## src/rtl/spi_master.sv

```systemverilog
// SPI master, mode 0, byte-wide stream interface.
// Frames span bytes until tx_last_i; CS held high CS_IDLE cycles between frames.
module spi_master #(
  parameter int CLK_DIV = 4,
  parameter int CS_IDLE = 4
) (
  input  logic       clk_i,
  input  logic       rst_n_i,
  input  logic [7:0] tx_data_i,
  input  logic       tx_valid_i,
  input  logic       tx_last_i,
  output logic       tx_ready_o,
  output logic [7:0] rx_data_o,
  output logic       rx_valid_o,
  output logic       busy_o,
  output logic       spi_clk_o,
  output logic       spi_mosi_o,
  output logic       spi_cs_o,
  input  logic       spi_miso_i
);

  typedef enum logic [1:0] {
    IDLE,
    SHIFT,
    WAIT,
    HOLD
  } state_t;

  localparam logic [15:0] DIV_M1 = 16'(CLK_DIV - 1);
  localparam logic [15:0] HOLD_N = 16'(CS_IDLE);

  state_t      state_q;
  state_t      state_d;
  logic [15:0] cnt_q;
  logic [2:0]  bit_q;
  logic [7:0]  tx_sh_q;
  logic [7:0]  rx_sh_q;
  logic [7:0]  rx_data_q;
  logic        last_q;
  logic        sclk_q;
  logic        cs_q;
  logic        rx_vld_q;
  logic        rdy_en_q;
  logic        accept;
  logic        tick;
  logic        rise;
  logic        fall;
  logic        done;

  assign tx_ready_o = rdy_en_q &&
                      (state_q == IDLE || state_q == WAIT);
  assign accept     = tx_ready_o && tx_valid_i;
  assign tick       = (state_q == SHIFT) && (cnt_q == DIV_M1);
  assign rise       = tick && !sclk_q;
  assign fall       = tick && sclk_q;
  assign done       = fall && (bit_q == 3'd7);

  assign rx_data_o  = rx_data_q;
  assign rx_valid_o = rx_vld_q;
  assign busy_o     = (state_q != IDLE);
  assign spi_clk_o  = sclk_q;
  assign spi_mosi_o = tx_sh_q[7];
  assign spi_cs_o   = cs_q;

  // State register
  always_ff @(posedge clk_i or negedge rst_n_i) begin
    if (!rst_n_i) state_q <= IDLE;
    else          state_q <= state_d;
  end

  // Next-state decode
  always_comb begin
    state_d = state_q;
    unique case (state_q)
      IDLE:  if (accept) state_d = SHIFT;
      SHIFT: if (done)   state_d = last_q ? HOLD : WAIT;
      WAIT:  if (accept) state_d = SHIFT;
      HOLD:  if (cnt_q == HOLD_N) state_d = IDLE;
      default: state_d = IDLE;
    endcase
  end

  // Shift datapath, SPI clock divider and chip-select timing
  always_ff @(posedge clk_i or negedge rst_n_i) begin
    if (!rst_n_i) begin
      cnt_q     <= '0;
      bit_q     <= '0;
      tx_sh_q   <= '0;
      rx_sh_q   <= '0;
      rx_data_q <= '0;
      last_q    <= 1'b0;
      sclk_q    <= 1'b0;
      cs_q      <= 1'b1;
      rx_vld_q  <= 1'b0;
      rdy_en_q  <= 1'b0;
    end else begin
      rdy_en_q <= 1'b1;
      rx_vld_q <= done;
      if (accept) begin
        tx_sh_q <= tx_data_i;
        last_q  <= tx_last_i;
        cs_q    <= 1'b0;
        cnt_q   <= '0;
        bit_q   <= '0;
        sclk_q  <= 1'b0;
      end else if (state_q == SHIFT) begin
        cnt_q <= tick ? 16'd0 : cnt_q + 16'd1;
        if (rise) begin
          sclk_q  <= 1'b1;
          rx_sh_q <= {rx_sh_q[6:0], spi_miso_i};
        end
        if (fall) begin
          sclk_q <= 1'b0;
          bit_q  <= bit_q + 3'd1;
          if (!done) tx_sh_q <= {tx_sh_q[6:0], 1'b0};
        end
        if (done) rx_data_q <= rx_sh_q;
      end else if (state_q == HOLD) begin
        cs_q  <= 1'b1;
        cnt_q <= cnt_q + 16'd1;
      end else begin
        cnt_q <= '0;
      end
    end
  end

endmodule

```

## config.mk

```make
export PLATFORM = sky130hd
export DESIGN_NAME = spi_master
export DESIGN_NICKNAME = d
export VERILOG_FILES = /design/src/rtl/spi_master.sv
export SDC_FILE = /design/constraint.sdc
export NUM_CORES = 1
export LEC_CHECK = 0
export CAP_MARGIN = 20
export CORE_UTILIZATION = 50
export DETAILED_ROUTE_END_ITERATION = 12
export PLACE_DENSITY = 0.7
export SLEW_MARGIN = 20
export SYNTH_ARGS = -nofsm -noshare
export SYNTH_HDL_FRONTEND = slang
export SYNTH_SLANG_ARGS = --single-unit
export TNS_END_PERCENT = 30
```

## constraint.sdc

```tcl
create_clock -name clk_i -period 3.8 [get_ports clk_i]
set_input_delay 0.57 -clock clk_i [delete_from_list [all_inputs] [get_ports clk_i]]
set_output_delay 0.57 -clock clk_i [all_outputs]
set_load 0.05 [all_outputs]
```

# After elaboration in Yosys (flattened, before gate mapping)
# Index checks and enable logic that the tools add are counted.
classes:
  addsub: 2
  eq_ne: 11
  muxes: 23
  n_bitwise: 1
  n_reduce_logical: 22
op_table:
  columns: ["cell", "count"]
  rows:
  - ["16-bit 2-to-1 mux", 4]
  - ["8-bit 2-to-1 mux", 4]
  - ["16-bit by 1-bit adder with 16-bit output (second input constant)", 1]
  - ["16-bit by 2-bit equality test with 1-bit output (second input constant)", 1]
  - ["16-bit by 3-bit equality test with 1-bit output (second input constant)", 1]
  - ["3-bit AND reduction", 4]
  - ["3-bit 2-to-1 mux", 3]
  - ["1-bit 2-to-1 mux", 8]
  - ["2-bit != test (second input constant)", 4]
  - ["2-bit nonzero test", 4]
  - ["1-bit logical AND", 6]
  - ["2-bit 2-to-1 mux", 3]
  - ["2-bit one-hot mux with 3 select lines", 1]
  - ["2-bit AND reduction", 3]
  - ["2-bit equality test (second input constant)", 2]
  - ["3-bit by 1-bit adder with 3-bit output (second input constant)", 1]
  - ["3-bit equality test (second input constant)", 1]
  - ["3-bit nonzero test", 1]
  - ["2-bit by 1-bit equality test with 1-bit output (second input constant)", 1]
  - ["2-bit logical NOT", 1]
  - ["2-bit by 1-bit != test with 1-bit output (second input constant)", 1]
  - ["2-bit OR reduction", 1]
  - ["1-bit logical NOT", 1]
  - ["1-bit logical OR", 1]
  - ["1-bit NOT", 1]
totals:
  reg_bits: 50
  in_bits: 13
  out_inout_bits: 14
  wordCells: 70

# Depth between registers and ports, before layout
depth:
  ltp_word: 8
  ltp_mapped: 7
  ltp_nobuf: 5

# Least setup slack after synthesis
# Ideal clock, no wire load.
synth_path:
  path_kind: "register to register"
  startpoint: "reg cnt_q[0]"
  endpoint: "reg rx_sh_q[0]"
  setup_time_ps: 125
  arrival_ps: 1751
  required_ps: 3675
  path_slack_ps: 1925
  stages_incl_launch_ff: 7
  n_path_buf: 1
  period_less_slack_ps: 1875
  path_cell_list: "dfrtp_1 ha_1 buf_2 and4bb_2 nand2_1 nor3_4 mux2_2"
synth_via:
  elab_chain_cells: 4
synth_lines:
  columns: ["item", "line_no", "source"]
  rows:
  - ["start, declared", "34", "logic [15:0] cnt_q;"]
  - ["start signal, assigned", "107", "cnt_q <= tick ? 16'd0 : cnt_q + 16'd1;"]
  - ["start signal, assigned", "120", "cnt_q <= cnt_q + 16'd1;"]
  - ["16-bit by 2-bit equality test with 1-bit output", "53", "assign tick = (state_q == SHIFT) && (cnt_q == DIV_M1);"]
  - ["1-bit logical AND", "53", null]
  - ["1-bit logical AND", "54", "assign rise = tick && !sclk_q;"]
  - ["3-bit AND reduction (no source line)", null, null]
  - ["end signal, assigned", "110", "rx_sh_q <= {rx_sh_q[6:0], spi_miso_i};"]
  - ["end, declared", "37", "logic [7:0] rx_sh_q;"]
# No other way between the ends.
# A chain may end at the register's enable or synchronous reset.

# Final worst setup path
layout_path:
  startpoint: "reg state_q[0]"
  endpoint: "out busy_o"
layout_via:
  elab_chain_cells: 1
layout_lines:
  columns: ["item", "line_no", "source"]
  rows:
  - ["start, declared", "32", "state_t state_q;"]
  - ["start signal, assigned", "68", "else state_q <= state_d;"]
  - ["2-bit nonzero test", "60", "assign busy_o = (state_q != IDLE);"]
  - ["end, declared", "15", "output logic busy_o,"]
# No other way between the ends.

==> metrics.md <==
| Metric | Value |
|---|---|
| Layout cell share with drive strength beyond 1 | `18.6%` |
| Cell family with most CP delay | `buffers and inverters` |
| Worst-Skew Late Latency | `0.30 ns` |
| H-tree depth | `2` |
| Clk sinks | `50` |
| Hold crit path type | `in -> async` |
| CORE AREA | `4440 µm²` |
| DR DRC count | `6` |
| TritonCTS buffer count | `5` |
| Cell Chain, Critical Path | `or2_2 > clkdlybuf4s50_1` |
| Number of cells on the worst reg-to-reg path | `5` |
| Syn_area_per_cell | `11.3 µm²` |
| Final worst-path cycle share | `a little over three fifths` |
| Initial antenna violation count | `0` |
| IO buf count | `26` |
| Most frequent cells in the layout | `49 x dfrtp_1, 25 x clkdlybuf4s50_1, 21 x nor2_1, 17 x mux2_2, 14 x nand2_1` |
| Via density | `5.59` |
| WP data required | `3.23 ns` |
| Failing checks | `design-rule violations` |
| N_diodes | `0` |
| GRT overflow | `0` |
| Final count of negative-setup-slack endpoints | `0` |
| Commonest non-fill, non-tap cell in the layout | `dfrtp_1` |
| Post-synth EDFFs | `0` |
| Area delta synth->final | `18.9%` |
| Unrepaired setup endpoints after global routing | `false` |
| Least-Margin Pin Slew | `0.703 ns` |
| Starting density of the core | `52.7%` |
| DR WL/cell | `around 15 µm` |
| Pre-CTS setup slack | `1.27 ns` |
| Routed via count | `1,610` |
| Routability cong. | `around 0.74` |
| GRT Total Usage | `18.9%` |
| Ys Warns | `0` |
| Reg2Reg Capture Point | `rx_sh_q[1]` |
| Distinct cells, synth | `40` |
| Routed Antenna Nets | `0` |
| Longest Clk Path Bufs | `2` |
| Cell Rows | `24` |
| Slowest cell on crit path | `clkdlybuf4s50_1` |
| DR iter-0 viols | `91` |
| FF-to-FF Start | `cnt_q[0]` |
| Fin util | `between 60% and 70%` |
| Finished Layout Cells | `approximately 290` |
| Seq/Total Area, Yosys | `a little over half` |
| Vias in the first global route | `1,587` |
| Die Span X | `70.5 µm` |
| PD cells | `between 300 and 400 nW/µm²` |
| Crit path capture type | `primary output` |
| Largest stage delay, worst path | `~0.70 ns` |
| Final TNS setup | `0 ns` |
| Routed Wire Length | `4210 µm` |
| Worst R2R Setup Slack | `around 1.7 ns` |
| Final Max Slew Viols | `0` |
| Status | `finished with violations` |
| Critical Path Start Type | `flip-flop` |
| # placed instances | `280` |
| Post-DP Area | `2640 µm²` |
| Clk slew on worst S/H paths | `roughly 0.090 ns` |
| Post-CTS sizing | `0` |
| HPWL Detailed | `2870 µm` |
| Final hold vios | `0` |
| Syn Inst Count | `208` |
| Hold_ws | `0.183 ns` |
| Max-cap violations | `0` |
| Main synth FF type | `dfrtp_1` |
| Largest net degree at the start of global routing | `34` |
| Setup CP Type | `reg -> out` |
| Nets | `252` |
| DIE HEIGHT | `70.5 µm` |
| Synthesized area | `2340 µm²` |
| CTS tree | `built` |
| Syn Nets | `225` |
| Post-route setup slack | `1.40 ns` |
| Synthesized flop and latch total | `50` |
| Clock root cell | `clkbuf_8` |
| Drt pass-1 iters | `8` |
| Worst Skew | `~0.0059 ns` |
| Critical Path AT | `1.83 ns` |
| Pleak | `1.25 nW` |
| Fin crit period | `2.40 ns` |
| Post-synth ARST share | `between 90% and 100%` |
| Total power draw | `1.02 mW` |
| Die Footprint | `4960 µm²` |
| Global-route wire length before repair | `7360 µm` |
| Fmax | `416 MHz` |
| Ports | `27` |
| Peak VDD IR | `around 180 µV` |
| CP max FO | `14` |
| Critical path buffers and inverters | `1` |
| # hold bufs at CTS | `0` |
| Max_slew headroom | `53.1%` |
| Total setup buffers inserted after CTS | `0` |
| Fin area | `about 2800 µm²` |
## power by group
group | internal (mW) | leakage [nW] | switching (mW) | total, mW
sequential | 0.535 | 0.659 | 0.00257 | 0.538
clock | 0.281 | 0.0714 | 0.172 | 0.453
combinational | 0.0135 | 0.515 | 0.0138 | 0.0273
## layout make-up
cell class	count	area, µm²
inverters	6	22.5
repair buffers	28	270
flip-flops and latches	50	1250
well taps	52	65.1
multi-input cells	144	1030
fillers	373	1660
clock buffers	6	82.6
clock inverters	2	60.1
## sequential cells by signal (all words and copies together) (netlist names), 2 cells and up
name,cells
rx_sh_q,8
cnt_q,16
rx_data_o,8
state_q,2
tx_sh_q,8
bit_q,3
## worst max-delay path by stage
stage               slack, ns  cells past startpoint         end        from
detailed placement       1.27                      5  tx_sh_q[3]  tx_valid_i
global placement         1.34                      5  tx_sh_q[2]  tx_valid_i
CTS                      1.39                      2      busy_o  state_q[0]
global route             1.33                      2      busy_o  state_q[0]
floorplan                1.92                      6  rx_sh_q[0]    cnt_q[0]
finish                   1.40                      2      busy_o  state_q[0]
## kinds of logic after synthesis
| family | count (synthesis) | share of synthesized area, % |
|---|---|---|
| other | 1 | 0.160 |
| and+or+nand+nor | 84 | 21.0 |
| buffers and inverters | 14 | 2.46 |
| xor gates and xnor gates | 10 | 3.74 |
| AOI/OAI and AO/OA | 25 | 7.58 |
| DFF | 50 | 53.4 |
| adders and majority gates | 4 | 2.14 |
| muxes | 20 | 9.45 |
## routing by layer
layer | vias to the layer above | wire, µm | global-route usage, %
met5 | - | 0 | 0
met4 | 0 | 40 | 6.12
met3 | 4 | 162 | 4.18
met2 | 29 | 1890 | 30.0
met1 | 785 | 2130 | 25.8
li1 | 792 | - | -
## cell usage after synthesis, types with 5 or more instances
| library cell | n | share of area (%) |
|---|---|---|
| a21oi_1 | 5 | 1.1 |
| dfrtp_1 | 49 | 52 |
| inv_1 | 6 | 0.96 |
| mux2_2 | 17 | 8.2 |
| nand2_1 | 14 | 2.2 |
| nand3_1 | 10 | 2.1 |
| nand4_1 | 5 | 1.3 |
| nor2_1 | 21 | 3.4 |
| o21ai_0 | 6 | 1.3 |
| o221a_2 | 6 | 2.9 |
| or3_1 | 10 | 2.7 |
| xor2_1 | 7 | 2.6 |
No activity file was read; power rests on OpenSTA's default activity.
